### config.mk
export PLATFORM = sky130hd
export DESIGN_NAME = match_result_collector
export DESIGN_NICKNAME = d
export VERILOG_FILES = /design/src/rtl/match_result_collector.sv
export SDC_FILE = /design/constraint.sdc
export NUM_CORES = 1
export LEC_CHECK = 0
export BUFFER_PORTS_ARGS = -buffer_cell sky130_fd_sc_hd__buf_4
export CAP_MARGIN = 20
export CORE_MARGIN = 5
export CORE_UTILIZATION = 45
export DETAILED_ROUTE_END_ITERATION = 10
export GPL_ROUTABILITY_DRIVEN = 0
export PLACE_DENSITY_LB_ADDON = 0.3
export SLEW_MARGIN = 30
export SYNTH_ARGS = -nofsm -noshare
export SYNTH_HDL_FRONTEND = slang
export SYNTH_SLANG_ARGS = --single-unit
### constraint.sdc
create_clock -name clock -period 5.2 [get_ports clock]
set_input_delay 1.04 -clock clock [delete_from_list [all_inputs] [get_ports clock]]
set_output_delay 1.04 -clock clock [all_outputs]
set_load 0.01 [all_outputs]
### src/rtl/match_result_collector.sv
// match_result_collector: buffers 10-bit match results from the match block
// wrapper in a FIFO. The control processor drains results and reads status
// and statistics counters over a small Avalon-MM slave. Freeze and enable
// gate only the accept path and the stall counter, never the stored data.
module match_result_collector #(
    parameter int DEPTH = 16,
    parameter int AW    = 4
) (
    input  logic        clock,
    input  logic        reset,
    input  logic [9:0]  mask_data_out,
    input  logic        mask_data_valid,
    output logic        mask_data_ack,
    input  logic        coe_localfreeze,
    input  logic        coe_globalfreeze,
    input  logic        coe_enable,
    input  logic [1:0]  avs_result_address,
    input  logic        avs_result_read,
    input  logic        avs_result_write,
    input  logic [31:0] avs_result_writedata,
    output logic [31:0] avs_result_readdata,
    output logic        avs_result_readdatavalid,
    output logic        coe_not_empty
);

    localparam logic [AW:0]   DEPTH_COUNT = (AW+1)'(DEPTH);
    localparam logic [AW:0]   COUNT_ONE   = (AW+1)'(1);
    localparam logic [AW-1:0] PTR_ONE     = AW'(1);

    logic [9:0]    mem [DEPTH];
    logic [AW-1:0] wptr;
    logic [AW-1:0] rptr;
    logic [AW:0]   count;
    logic [31:0]   accepted;
    logic [31:0]   stalls;

    logic          frozen;
    logic          full;
    logic          empty;
    logic          accept;
    logic          push;
    logic          pop;
    logic          flush;
    logic          clear;
    logic          stall;
    logic [31:0]   read_value;
    logic          unused_writedata;

    assign frozen        = coe_globalfreeze & coe_localfreeze;
    assign full          = (count == DEPTH_COUNT);
    assign empty         = (count == '0);
    assign accept        = coe_enable & ~frozen & ~full;
    assign mask_data_ack = mask_data_valid & accept;
    assign push          = mask_data_valid & mask_data_ack;
    assign pop           = avs_result_read & (avs_result_address == 2'd0) & ~empty;
    assign flush         = avs_result_write & (avs_result_address == 2'd1) & avs_result_writedata[0];
    assign clear         = avs_result_write & (avs_result_address == 2'd3) & avs_result_writedata[0];
    assign stall         = mask_data_valid & coe_enable & ~frozen & full;

    assign unused_writedata = ^avs_result_writedata[31:1];

    // Register-map read mux, evaluated on the state before the clock edge.
    always_comb begin
        read_value = '0;
        case (avs_result_address)
            2'd0: begin
                read_value[31] = ~empty;
                if (!empty) begin
                    read_value[9:0] = mem[rptr];
                end
            end
            2'd1: begin
                read_value[AW:0] = count;
                read_value[16]   = full;
                read_value[17]   = empty;
                read_value[18]   = frozen;
                read_value[19]   = coe_enable;
            end
            2'd2: read_value = accepted;
            default: read_value = stalls;
        endcase
    end

    // Storage array; a push that coincides with a flush is dropped.
    always_ff @(posedge clock) begin
        if (push && !flush) begin
            mem[wptr] <= mask_data_out;
        end
    end

    // FIFO pointers and occupancy, with flush taking priority over push/pop.
    always_ff @(posedge clock) begin
        if (reset) begin
            wptr  <= '0;
            rptr  <= '0;
            count <= '0;
        end else if (flush) begin
            wptr  <= '0;
            rptr  <= '0;
            count <= '0;
        end else begin
            if (push) begin
                wptr <= wptr + PTR_ONE;
            end
            if (pop) begin
                rptr <= rptr + PTR_ONE;
            end
            case ({push, pop})
                2'b10:   count <= count + COUNT_ONE;
                2'b01:   count <= count - COUNT_ONE;
                default: count <= count;
            endcase
        end
    end

    // Statistics: accepted wraps, stall saturates, clear beats increment.
    always_ff @(posedge clock) begin
        if (reset || clear) begin
            accepted <= '0;
            stalls   <= '0;
        end else begin
            if (push) begin
                accepted <= accepted + 32'd1;
            end
            if (stall && (stalls != 32'hFFFF_FFFF)) begin
                stalls <= stalls + 32'd1;
            end
        end
    end

    // Registered Avalon read response and occupancy flag.
    always_ff @(posedge clock) begin
        if (reset) begin
            avs_result_readdata      <= '0;
            avs_result_readdatavalid <= 1'b0;
            coe_not_empty            <= 1'b0;
        end else begin
            avs_result_readdatavalid <= avs_result_read;
            if (avs_result_read) begin
                avs_result_readdata <= read_value;
            end
            coe_not_empty <= ~empty;
        end
    end

endmodule

# After elaboration in Yosys (flattened, before gate mapping)
# Memories as Yosys holds them, arrays and structs flattened. A register that Yosys moved wholly into a read port is not among the register bits.
# Index checks and enable logic that the tools add are counted.
# classes
n_eq_ne,7
reduce_logical,9
addsub,6
n_bitwise,17
muxes,12
# op_table
cell,n
32-bit by 1-bit adder with 32-bit output (second input constant),2
32-bit != test (second input constant),1
5-bit one-hot mux with 3 select lines,2
11-bit one-hot mux with 2 select lines,1
1-bit AND,14
4-bit one-hot mux with 3 select lines,1
6-bit one-hot mux with 2 select lines,1
10-bit 2-to-1 mux,1
5-bit one-hot mux with 2 select lines,1
4-bit by 1-bit adder with 4-bit output (second input constant),2
4-bit 2-to-1 mux,2
2-bit == test (second input constant),3
5-bit by 1-bit adder with 5-bit output (second input constant),1
5-bit == test (second input constant),1
5-bit logical NOT,1
5-bit by 1-bit subtractor with 5-bit output (second input constant),1
2-bit by 1-bit == test with 1-bit output (second input constant),2
2-bit OR reduction,2
1-bit NOT,3
1-bit one-hot mux with 3 select lines,1
1-bit logical AND,2
2-bit logical NOT,1
1-bit 2-to-1 mux,2
2-bit nonzero test,1
other kinds (2),2
# totals
word_cells,60
mem_count,1
ff_bits,111
input_bits,52
out_inout_bits,35
ramBits,160
# mem_list
name,words,width,rd,rd_ports_with_merged_regs,write_ports,line,rtl
mem,16,10,1,1,1,30,logic [9:0] mem [DEPTH];

# Logic depth before layout (Yosys ltp)
# depth
ltp_word,9
depth_mapped,12
ltp_nobuf,10

# Worst setup path after synthesis
# Ideal clock, no wire load.
# synth_path
kind,in2reg
start,input port avs_result_read
end,register count[4]
setup_time_ps,70
path_stages,11
arrival_time_ps,3747
path_slack_ps,1383
required_ps,5130
path_buffers,1
cell_sequence,clkbuf_1 nand2b_1 a211oi_1 ha_1 inv_1 fa_1 nor2b_1 o21ai_0 and3_1 or4_1 a21oi_1
# synth_between
elab_chain_cells,4
word_cells_on_any_way,6
classes_between,2 x eq/ne; 1 x mux; 2 x bitwise; 1 x reduce/logical
# synth_rtl
item,line,rtl
"start, declared",18,"input logic avs_result_read,"
1-bit AND (*) (2 in a row),55,assign pop = avs_result_read & (avs_result_address == 2'd0) & ~empty;
named net pop,42,logic pop;
2-bit by 1-bit == test with 1-bit output or 2-bit == test (tied branches),108,"case ({push, pop})"
5-bit one-hot mux with 2 select lines or 2-bit nonzero test (tied branches),-,
"end signal, assigned",109,2'b10: count <= count + COUNT_ONE;
"end signal, assigned",110,2'b01: count <= count - COUNT_ONE;
"end signal, assigned",111,default: count <= count;
"end, declared",33,logic [AW:0] count;
# The timed path passes the listed nets; every way through them passes the cells marked *.
# A chain may end at the register's enable or synchronous reset.

# Worst setup path after layout
# layout_path
start,register count[0]
end,output port mask_data_ack
# layout_between
elab_chain_cells,4
# layout_rtl
item,line,rtl
5-bit == test,50,assign full = (count == DEPTH_COUNT);
1-bit NOT,52,assign accept = coe_enable & ~frozen & ~full;
1-bit AND,52,
1-bit AND,53,assign mask_data_ack = mask_data_valid & accept;
"end, declared",13,"output logic mask_data_ack,"
# Every way passes these cells.

==> results.sh <==
export IMPL_status="finished clean"
export IMPL_cts_setup_buffers=0
export IMPL_h_tree_depth=1
export IMPL_drive_above_1_share=0.1852
export IMPL_area_delta_synth_final_pct=15.25
export IMPL_seqCellArea_mm2=0.007108
export IMPL_rsz0062_at_grt="no"
export IMPL_die_area_mm2=0.02942
export IMPL_clk_latency_ns=0.57
export IMPL_rows=59
export IMPL_r2r_start="count[0]$_SDFFE_PP0P_"
export IMPL_dpl_cell_count=1305
export IMPL_max_freq_mhz=292.7
export IMPL_skew_ns=0.04319
export IMPL_stdcell_count=1361
export IMPL_nFillCells=2196
export IMPL_report_final_slew_viol_count=0
export IMPL_path_class="register to output port"
export IMPL_routed_via_density=5.757
export IMPL_hp_start="avs_result_readdata[31]$_SDFFE_PP0P_"
export IMPL_drcViolationCount=0
export IMPL_yosysSeqAreaShare=0.6054
export IMPL_cts_resized=0
export IMPL_hp_class="register to register"
export IMPL_grt_pass1_wl_um=42990
export IMPL_p_int_uw=3586
export IMPL_worst_pin_slew_ns=0.9211
export IMPL_worstPathCellList="or4_4 > o211ai_1 > buf_4 > inv_2 > buf_4"
export IMPL_cts_inserted_buffers=30
export IMPL_dp_hpwl_um=17650
export IMPL_slowest_stage="or4_4"
export IMPL_wl_per_cell_um=19.72
export IMPL_io_buffers=55
export IMPL_synth_nets=1010
export IMPL_cts_hold_buf=0
export IMPL_final_common_cell="edfxtp_1"
export IMPL_worst_hold_slack_ns=0.4672
export IMPL_detail_route_antenna_nets=0
export IMPL_swShare=0.2129
export IMPL_synth_edf_count=160
export IMPL_cp_required_ns=4.16
export IMPL_synth_main_ff_cell="edfxtp_1"
export IMPL_ys_warn_count=0
export IMPL_crit_top_cell="buf_4"
export IMPL_powerDensity_mw_per_mm2=336.8
export IMPL_synth_async_sr_flop_share=0
export IMPL_ir_drop_mv=0.2648
export IMPL_grt_pass1_vias=7565
export IMPL_root_buffer="clkbuf_16"
export IMPL_max_stage_delay_ns=0.59
export IMPL_antenna_cells=0
export IMPL_overflow=0
export IMPL_pwr_share_comb=0.036
export IMPL_dpl_cell_area_mm2=0.01256
export IMPL_track_usage=0.1843
export IMPL_initial_utilization=0.4543
export IMPL_path_clk_slew_ns=0.06
export IMPL_cts_sinks=275
export IMPL_cp_top_family="buffers and inverters"
export IMPL_slew_headroom=0.3845
export IMPL_die_h_um=171.5
export IMPL_hold_viol_final=0
export IMPL_io_pins=87
export IMPL_period_needed_ns=3.417
export IMPL_cts_buffer_depth=3
export IMPL_ys_types=56
export IMPL_clkPwrFrac=0.453
export IMPL_routed_wl_um=26840
export IMPL_synthCells=946
export IMPL_grt_max_degree=45
export IMPL_synthesis_area_mm2=0.01174
export IMPL_antenna_found_initial=0
export IMPL_multi_input_area_mm2=0.004415
export IMPL_leakagePower_uw=0.004402
export IMPL_firstDrtPassIters=4
export IMPL_maxCapViolations=0
export IMPL_crit_buf_inv=3
export IMPL_final_cell_mix="edfxtp_1 (160), dfxtp_1 (114), nor2_1 (96)"
export IMPL_start_kind="register"
export IMPL_fin_nets=1066
export IMPL_final_area_mm2=0.01353
export IMPL_setup_viol=0
export IMPL_setup_tns_final_ns=0
export IMPL_startpoint="count[0]$_SDFFE_PP0P_"
export IMPL_crit_fanout=17
export IMPL_cts_tree="built"
export IMPL_first_iter_violations=714
export IMPL_synth_avg_cell_area_um2=12.41
export IMPL_p_switching_uw=970.1
export IMPL_p_seq_frac=0.511
export IMPL_cp_arrival_ns=2.38
export IMPL_via_count=7835
export IMPL_endpoint_kind="output port"
export IMPL_synth_seq_cells=275
export IMPL_core_mm2=0.02584
export IMPL_die_width_um=171.5
export IMPL_period_share=0.6571
tightest hold or removal path, stage by stage (launching register included):
cell and delay [ns]:
dfxtp_1 0.31, nand2_1 0.05, a21oi_1 0.05
cell type report:
class                           instances  area share
Tap cell                              335     0.03098
Clock buffer                           43     0.06132
Sequential cell                       275      0.5254
Inverter                               14    0.003884
Multi-Input combinational cell        606      0.3264
Timing Repair Buffer                   75     0.04162
Clock inverter                         13     0.01045
metrics by stage:
stage | total power, uW | utilization | setup WS, ns
after floorplan | 2465 | - | 1.383
after global placement | 2537 | 0.4848 | 1.548
after detailed placement | 2541 | 0.4861 | 1.547
after CTS | 4590 | 0.5236 | 1.777
after global routing | 4704 | 0.5236 | 1.691
final | 4556 | 0.5236 | 1.783
metal layers:
| layer | GRT usage | vias to the layer above | wire length [um] |
|---|---|---|---|
| met3 | 0.02505 | 44 | 1027 |
| met1 | 0.2582 | 3909 | 12270 |
| met5 | 0 | - | 0 |
| met4 | 0.04375 | 0 | 616 |
| li1 | - | 3727 | - |
| met2 | 0.3076 | 155 | 12930 |
state kept, by name, indices dropped and copies added, names as in the netlist, named ones only:
| name | flops |
|---|---|
| coe_not_empty | 1 |
| mem | 160 |
| count | 5 |
| accepted | 32 |
| stalls | 32 |
| rptr | 4 |
| avs_result_readdatavalid | 1 |
| wptr | 4 |
| avs_result_readdata | 32 |
cells by family (layout without fill, tap and decap cells):
logic type / count (synthesis) / in the layout / synth area share
flops: 275 / 275 / 0.6054
simple gates: 334 / 334 / 0.1454
compound gates: 148 / 148 / 0.07760
mux: 84 / 84 / 0.1161
fa+ha+maj: 12 / 12 / 0.01343
xor+xnor: 28 / 28 / 0.02089
buf+inv: 65 / 145 / 0.02121
synthesized netlist by cell type (11+ instances only):
master	count	area, um^2
mux2_2	17	191.4
nor3_1	19	95.09
nand2_1	54	202.7
edfxtp_1	160	4805
o21ai_0	26	130.1
dfxtp_1	115	2302
nand4_1	23	143.9
or4_1	15	112.6
nor4_1	12	75.07
nand3_1	37	185.2
nor2_1	101	379.1
o31ai_1	12	90.09
clkbuf_1	40	150.1
xnor2_1	13	113.9
a21oi_1	63	315.3
inv_1	12	45.04
ha_1	11	137.6
xor2_1	15	131.4
mux4_2	40	900.9
or3_1	22	137.6
mux2i_1	27	270.3
final timing paths:
path	end	slack (ns)	cells past startpoint
min reg2reg	avs_result_readdata[31]$_SDFFE_PP0P_	0.47	2
max reg2reg	count[4]$_SDFFE_PP0P_	1.95	11
min	avs_result_readdata[31]$_SDFFE_PP0P_	0.47	2
max	mask_data_ack	1.78	5
power by group through the flow:
stage          Clock (uW)  Sequential (uW)  Combinational [uW]
3_3_place_gp            0             2380                 162
4_1_cts              2100             2330                 165
6_report             2060             2330                 164
2_1_floorplan           0             2370                91.1
5_1_grt              2190             2330                 179
3_5_place_dp            0             2380                 164
No activity file was read; power rests on OpenSTA's default activity.
